File: config.mk
export PLATFORM = sky130hd
export DESIGN_NAME = pad_in_filter_flat
export DESIGN_NICKNAME = d
export VERILOG_FILES = /design/src/rtl/pad_in_filter_if.sv /design/src/rtl/pad_in_filter.sv /design/src/flat_wrapper.sv
export SDC_FILE = /design/constraint.sdc
export NUM_CORES = 1
export LEC_CHECK = 0
export ABC_AREA = 1
export BUFFER_PORTS_ARGS = -buffer_cell sky130_fd_sc_hd__buf_2
export CORE_ASPECT_RATIO = 0.75
export CORE_MARGIN = 2
export CORE_UTILIZATION = 50
export DETAILED_ROUTE_END_ITERATION = 7
export PLACE_DENSITY = 0.73
export SLEW_MARGIN = 20
export SYNTH_ARGS = -nofsm -noshare
export SYNTH_HDL_FRONTEND = slang
export SYNTH_SLANG_ARGS = --single-unit
File: constraint.sdc
create_clock -name mclk -period 1.26 [get_ports mclk]
set_clock_uncertainty 0.05 [all_clocks]
set_input_delay 0.063 -clock mclk [delete_from_list [all_inputs] [get_ports mclk]]
set_output_delay 0.063 -clock mclk [all_outputs]
set_load 0.1 [all_outputs]
File: src/rtl/pad_in_filter_if.sv
// Bundle between the input pad vector, the filter, and its consumers.
// mclk and puc_rst stay plain ports on the filter itself.
interface pad_in_filter_if #(
  parameter int WIDTH = 4
);
  logic             deb_en;
  logic [WIDTH-1:0] pad_i;
  logic [WIDTH-1:0] din_o;
  logic [WIDTH-1:0] rise_o;
  logic [WIDTH-1:0] fall_o;

  modport master (output deb_en, pad_i, input din_o, rise_o, fall_o);
  modport slave  (input deb_en, pad_i, output din_o, rise_o, fall_o);
endinterface

File: src/rtl/pad_in_filter.sv
// Per-bit pad conditioning: synchroniser chain, debounce counter, and a
// registered clean level with one-cycle rise/fall event pulses.
module pad_in_filter #(
  parameter int WIDTH           = 4,
  parameter int SYNC_STAGES     = 2,
  parameter int DEBOUNCE_CYCLES = 16,
  parameter bit RESET_LEVEL     = 1'b0
) (
  input  logic              mclk,
  input  logic              puc_rst,
  pad_in_filter_if.slave    bus
);

  localparam int CW = $clog2(DEBOUNCE_CYCLES + 1);
  localparam logic [CW-1:0] CNT_LAST = CW'(DEBOUNCE_CYCLES - 1);

  logic [WIDTH-1:0] sync_q [SYNC_STAGES];
  logic [WIDTH-1:0] s;
  logic [WIDTH-1:0] din_q;
  logic [WIDTH-1:0] din_next;
  logic [WIDTH-1:0] rise_q;
  logic [WIDTH-1:0] fall_q;
  logic [CW-1:0]    cnt_q    [WIDTH];
  logic [CW-1:0]    cnt_next [WIDTH];

  assign s = sync_q[SYNC_STAGES-1];

  always_ff @(posedge mclk) begin
    if (puc_rst) begin
      for (int j = 0; j < SYNC_STAGES; j++) begin
        sync_q[j] <= {WIDTH{RESET_LEVEL}};
      end
    end else begin
      sync_q[0] <= bus.pad_i;
      for (int j = 1; j < SYNC_STAGES; j++) begin
        sync_q[j] <= sync_q[j-1];
      end
    end
  end

  // A level is accepted only after it differs from din for DEBOUNCE_CYCLES
  // consecutive edges; any agreement or bypass discards the partial count.
  always_comb begin
    din_next = din_q;
    for (int i = 0; i < WIDTH; i++) begin
      cnt_next[i] = '0;
      if (!bus.deb_en) begin
        din_next[i] = s[i];
      end else if (s[i] != din_q[i]) begin
        if (cnt_q[i] == CNT_LAST) begin
          din_next[i] = s[i];
        end else begin
          cnt_next[i] = cnt_q[i] + 1'b1;
        end
      end
    end
  end

  always_ff @(posedge mclk) begin
    if (puc_rst) begin
      din_q  <= {WIDTH{RESET_LEVEL}};
      rise_q <= '0;
      fall_q <= '0;
      for (int i = 0; i < WIDTH; i++) begin
        cnt_q[i] <= '0;
      end
    end else begin
      din_q  <= din_next;
      rise_q <= din_next & ~din_q;
      fall_q <= ~din_next & din_q;
      for (int i = 0; i < WIDTH; i++) begin
        cnt_q[i] <= cnt_next[i];
      end
    end
  end

  assign bus.din_o  = din_q;
  assign bus.rise_o = rise_q;
  assign bus.fall_o = fall_q;

endmodule

File: src/flat_wrapper.sv
// flat-port wrapper written by rule: the top's interface ports become plain ports
module pad_in_filter_flat 
#(
  parameter int WIDTH           = 4,
  parameter int SYNC_STAGES     = 2,
  parameter int DEBOUNCE_CYCLES = 16,
  parameter bit RESET_LEVEL     = 1'b0
)
  (mclk, puc_rst, bus_deb_en, bus_pad_i, bus_din_o, bus_rise_o, bus_fall_o);
  pad_in_filter_if #(.WIDTH(WIDTH)) bus_i ();
  input  logic mclk;
  input  logic puc_rst;
  input wire logic [$bits(bus_i.deb_en)-1:0] bus_deb_en;
  input wire logic [$bits(bus_i.pad_i)-1:0] bus_pad_i;
  output wire logic [$bits(bus_i.din_o)-1:0] bus_din_o;
  output wire logic [$bits(bus_i.rise_o)-1:0] bus_rise_o;
  output wire logic [$bits(bus_i.fall_o)-1:0] bus_fall_o;
  assign bus_i.deb_en = bus_deb_en;
  assign bus_i.pad_i = bus_pad_i;
  assign bus_din_o = bus_i.din_o;
  assign bus_rise_o = bus_i.rise_o;
  assign bus_fall_o = bus_i.fall_o;
  pad_in_filter #(.WIDTH(WIDTH), .SYNC_STAGES(SYNC_STAGES), .DEBOUNCE_CYCLES(DEBOUNCE_CYCLES), .RESET_LEVEL(RESET_LEVEL)) u_core (.mclk(mclk), .puc_rst(puc_rst), .bus(bus_i));
endmodule
==> results by group <==
Outcome
  • Run status: finished with violations
  • Violations in the final reports: negative setup slack

Drt
  • WL/cell: 9.97 um
  • Residual antenna-violating net count after detailed routing: 0
  • Router iterations before antenna repair: 4
  • Total via count after detailed routing: 1240
  • Drt first-iter violations: 62
  • Routed wire length: 2790 um
  • Vias per cell: 4.43
  • Final routed DRC violation total: 0

Min path
  • Origin of the worst min-delay path: puc_rst
  • Terminating pin of the worst hold path: u_core.sync_q[0][7]$_SDFF_PP0_
  • Worst hold path type: in2reg
  • Number of cells on the worst hold path: 2

Setup path
  • Critical path data required time: 1.44 ns
  • Arrival time reported for the critical path endpoint: 1.50 ns
  • Cell with the largest stage delay on the worst path: sky130_fd_sc_hd__dfxtp_2
  • Endpoint of the worst-slack reg-to-reg timing path: u_core.cnt_q[0][4]$_SDFF_PP0_
  • Cell-by-cell listing of the critical path: ha_4, nand2_2, nor2_2, ha_2, inv_2, nand2_4, nor2_4, nand2_4, nor2_1
  • Crit Path Max Fanout: 5
  • Setup slack of the most critical reg-to-reg path: -0.06 ns
  • Element type at the critical path end: register
  • Critical path class: reg2reg
  • R2r startpoint: u_core.cnt_q[0][0]$_SDFF_PP0_
  • CP max stage delay: 0.34 ns
  • FF-to-FF path depth: 9
  • Cell type with the highest occurrence count on the critical path: sky130_fd_sc_hd__nand2_4
  • Crit path launch type: register

Global routing
  • Met3 Use GR: 4.76%
  • GR Layer Usage met1: 20.0%
  • Via count of the first global-routing pass: 1112
  • Largest net degree at the start of global routing: 13
  • Overall routing resource usage: 16.0%
  • Layer with the highest usage: met2
  • Antenna violations before repair: 0
  • First-pass GRT wire length: 4530 um
  • Met2 demand-to-capacity share in global routing: 25.6%
  • Total gr overflow: 0

Logic synthesis
  • Count of different cell masters after synthesis: 17
  • Main combinational cell family by area after synthesis: simple AND/OR/NAND/NOR gates
  • Area share of xor/xnor cells in the synthesized design: 2.18%
  • Netlist area before placement: 1600 um2
  • Area share of fa/ha/maj cells after synthesis: 6.24%
  • Synth warnings: 0
  • Synthesized netlist net count: 211
  • Compound-gate portion of the synthesized area: 1.25%
  • Sequential element share of the synthesized area: 49.9%
  • Number of flip-flops and latches in the synthesized netlist: 40
  • Multiplexer share of the synthesized area: 0%
  • Simple-gate portion of the synthesized area: 29.9%
  • Gate Count Post-Synth: 196
  • Post-synth top area share: 49.9%
  • Dominant cell type by area after synthesis: sky130_fd_sc_hd__dfxtp_1
  • Leading post-synthesis cells by cell area: sky130_fd_sc_hd__dfxtp_1 50%, sky130_fd_sc_hd__nor2_1 9.4%, sky130_fd_sc_hd__inv_1 8.7%
  • Post-Synthesis Mean Instance Area: 8.18 um2

STA
  • Setup TNS after final layout: -0.535 ns
  • Share of the clock period used by the worst path after layout: 105%
  • Unrepaired setup endpoints after global routing: yes
  • Actual transition at the worst max-transition pin: 0.485 ns
  • Tmin final: 1.32 ns
  • Fin. max-slew vios: 0
  • Final Hold Violating Endpoints: 0
  • Number of setup violations in the final report: 15
  • Max Clock Freq: 0.758 GHz
  • Headroom to the max-slew limit: 67.9%
  • Setup ws final: -0.0592 ns

Cells and area
  • Final Net Count: 257
  • Fraction of the core area covered by cells at the end of the flow: 71.3%
  • Inserted Diodes: 0
  • Layout fillers: 240
  • Area added between synthesis and finish: 33.3%
  • Fraction of final layout cells with drive strength greater than 1: 43.0%

Clock tree
  • Max Buffers Root-to-Sink: 2
  • Number of CTS-inserted buffers: 5
  • Skew-Pair Late Insertion Delay: 0.29 ns
  • Depth of the CTS H-tree: 2
  • Clock transition time at the flip-flop clock pins of the worst setup and hold paths: 0.08 ns
  • TritonCTS clock tree: done
  • Clock tree sinks: 40
  • Clock tree root driver cell: sky130_fd_sc_hd__clkbuf_8

Floorplanning
  • Die outline area: 3680 um2
  • Width of the chip: 69.4 um
  • Count of standard-cell rows: 17
  • Die Span Y: 53.1 um
  • Core Box Area: 3000 um2
  • Effective utilization at floorplan: 53.5%
  • I/O Pins: 19

Flow run
  • Number of violations of the max-capacitance limit: 0

Power and ir drop
  • Leakage power total: 0.951 nW
  • Pwr Density: 1110 nW/um2
  • Peak supply drop: 681 uV

Placement
  • RePlAce Congestion: 0.704
  • Detail Placement HPWL: 1910 um
  • Number of input and output port buffers inserted: 18
-- per-layer routing --
layer | part of all wire (%) | vias up
met2 | 45 | 18
met1 | 50 | 540
met3 | 3.8 | 5
li1 | - | 677
met5 | 0 | -
met4 | 1.2 | 0
-- cells in the mapped netlist --
master / number
sky130_fd_sc_hd__buf_6: 2
sky130_fd_sc_hd__nor2_1: 40
sky130_fd_sc_hd__xnor2_1: 4
sky130_fd_sc_hd__nor2_4: 3
sky130_fd_sc_hd__inv_1: 37
sky130_fd_sc_hd__nand4_1: 6
sky130_fd_sc_hd__nand3_1: 8
sky130_fd_sc_hd__nand4_4: 1
sky130_fd_sc_hd__nand2_1: 33
sky130_fd_sc_hd__nand2_4: 4
sky130_fd_sc_hd__o21ai_1: 1
sky130_fd_sc_hd__nor3_1: 3
sky130_fd_sc_hd__dfxtp_1: 40
sky130_fd_sc_hd__ha_1: 8
sky130_fd_sc_hd__nor2_2: 2
sky130_fd_sc_hd__o21ai_0: 3
sky130_fd_sc_hd__buf_4: 1
-- sequential cells by signal, indices dropped and copies added, names as in the netlist --
signal             count
u_core.bus.fall_o      4
u_core.cnt_q          20
u_core.bus.din_o       4
u_core.bus.rise_o      4
u_core.sync_q          8
-- power breakdown --
| group | leakage [nW] | switching, W | internal, W | total (W) |
|---|---|---|---|---|
| sequential | 0.331 | 0.0000206 | 0.00130 | 0.00132 |
| clock | 0.0400 | 0.000415 | 0.000374 | 0.000790 |
| combinational | 0.581 | 0.000190 | 0.0000748 | 0.000264 |
| total | 0.951 | 0.000626 | 0.00174 | 0.00237 |
-- cells by family after synthesis --
kind of cell / after synthesis
AOI/OAI and AO/OA: 4
DFF: 40
buffers and inverters: 40
xor gates and xnor gates: 4
adders and majority gates: 8
and+or+nand+nor: 100
-- worst max-delay path, delay by kind of cell (launching register included) --
family,cells,cell delay (ns)
adders and majority gates,2,0.33
buffers and inverters,1,0.06
DFF,1,0.34
and+or+nand+nor,6,0.49
-- cell usage in the layout, fill, tap and decap left out --
cell and count:
sky130_fd_sc_hd__nor2_4 3, sky130_fd_sc_hd__dfxtp_2 12, sky130_fd_sc_hd__inv_2 3, sky130_fd_sc_hd__dfxtp_1 28
sky130_fd_sc_hd__buf_4 20, sky130_fd_sc_hd__nand4_4 1, sky130_fd_sc_hd__buf_2 18, sky130_fd_sc_hd__nand2_4 5
sky130_fd_sc_hd__o21ai_2 2, sky130_fd_sc_hd__nor2_1 28, sky130_fd_sc_hd__nand3_1 6, sky130_fd_sc_hd__clkinv_2 1
sky130_fd_sc_hd__xnor2_1 4, sky130_fd_sc_hd__inv_1 34, sky130_fd_sc_hd__nand2_1 24, sky130_fd_sc_hd__nand3_2 2
sky130_fd_sc_hd__ha_4 4, sky130_fd_sc_hd__nor3_2 1, sky130_fd_sc_hd__dlygate4sd3_1 4, sky130_fd_sc_hd__nor2_2 14
sky130_fd_sc_hd__nand2_2 8, sky130_fd_sc_hd__nor3_1 2, sky130_fd_sc_hd__nand4_1 6, sky130_fd_sc_hd__o21ai_1 2
sky130_fd_sc_hd__clkinvlp_4 1, sky130_fd_sc_hd__clkbuf_8 5, sky130_fd_sc_hd__ha_2 4
-- worst max-delay path by stage --
stage | end | slack, ns | start
floorplan | u_core.bus.din_o[1]$_SDFF_PP0_ | -0.008 | u_core.cnt_q[0][6]$_SDFF_PP0_
global placement | u_core.bus.din_o[1]$_SDFF_PP0_ | -0.03 | u_core.cnt_q[0][6]$_SDFF_PP0_
detailed placement | u_core.bus.din_o[2]$_SDFF_PP0_ | -0.05 | u_core.cnt_q[0][10]$_SDFF_PP0_
CTS | u_core.bus.din_o[0]$_SDFF_PP0_ | -0.05 | u_core.cnt_q[0][1]$_SDFF_PP0_
global route | u_core.bus.din_o[1]$_SDFF_PP0_ | -0.14 | u_core.cnt_q[0][5]$_SDFF_PP0_
finish | u_core.cnt_q[0][4]$_SDFF_PP0_ | -0.06 | u_core.cnt_q[0][0]$_SDFF_PP0_
-- repair_timing --
| item | in CTS | in global routing |
|---|---|---|
| hold buffers | 4 | 0 |
| pin swaps | 9 | 23 |
| hold endpoints to repair | 4 | 0 |
| setup buffers | 1 | 1 |
| resized for setup | 14 | 27 |
| endpoints found under the setup margin | 22 | 32 |
-- final cells by class --
| type | count | area, um2 | share of cell area, % |
|---|---|---|---|
| sequential | 40 | 816 | 38.2 |
| tap | 38 | 47.5 | 2.22 |
| multi-input combinational | 116 | 774 | 36.2 |
| clock inverter | 2 | 12.5 | 0.585 |
| inverter | 37 | 139 | 6.50 |
| clock buffer | 5 | 68.8 | 3.22 |
| timing repair buffer | 42 | 280 | 13.1 |
-- stage by stage --
| stage | setup WS (ns) | std cells | power, W | hold slack (ns) | instance area, um2 |
|---|---|---|---|---|---|
| floorplan | -0.00769 | 196 | 0.00153 | 0.120 | 1640 |
| global placement | -0.0341 | 267 | 0.00157 | 0.215 | 1880 |
| detailed placement | -0.0543 | 267 | 0.00158 | 0.218 | 1880 |
| CTS | -0.0524 | 279 | 0.00237 | 0.0210 | 2040 |
| global route | -0.138 | 280 | 0.00246 | 0.0253 | 2140 |
| finish | -0.0592 | 280 | 0.00237 | 0.0290 | 2140 |
Note: power is estimated with default switching activity, not from simulation.
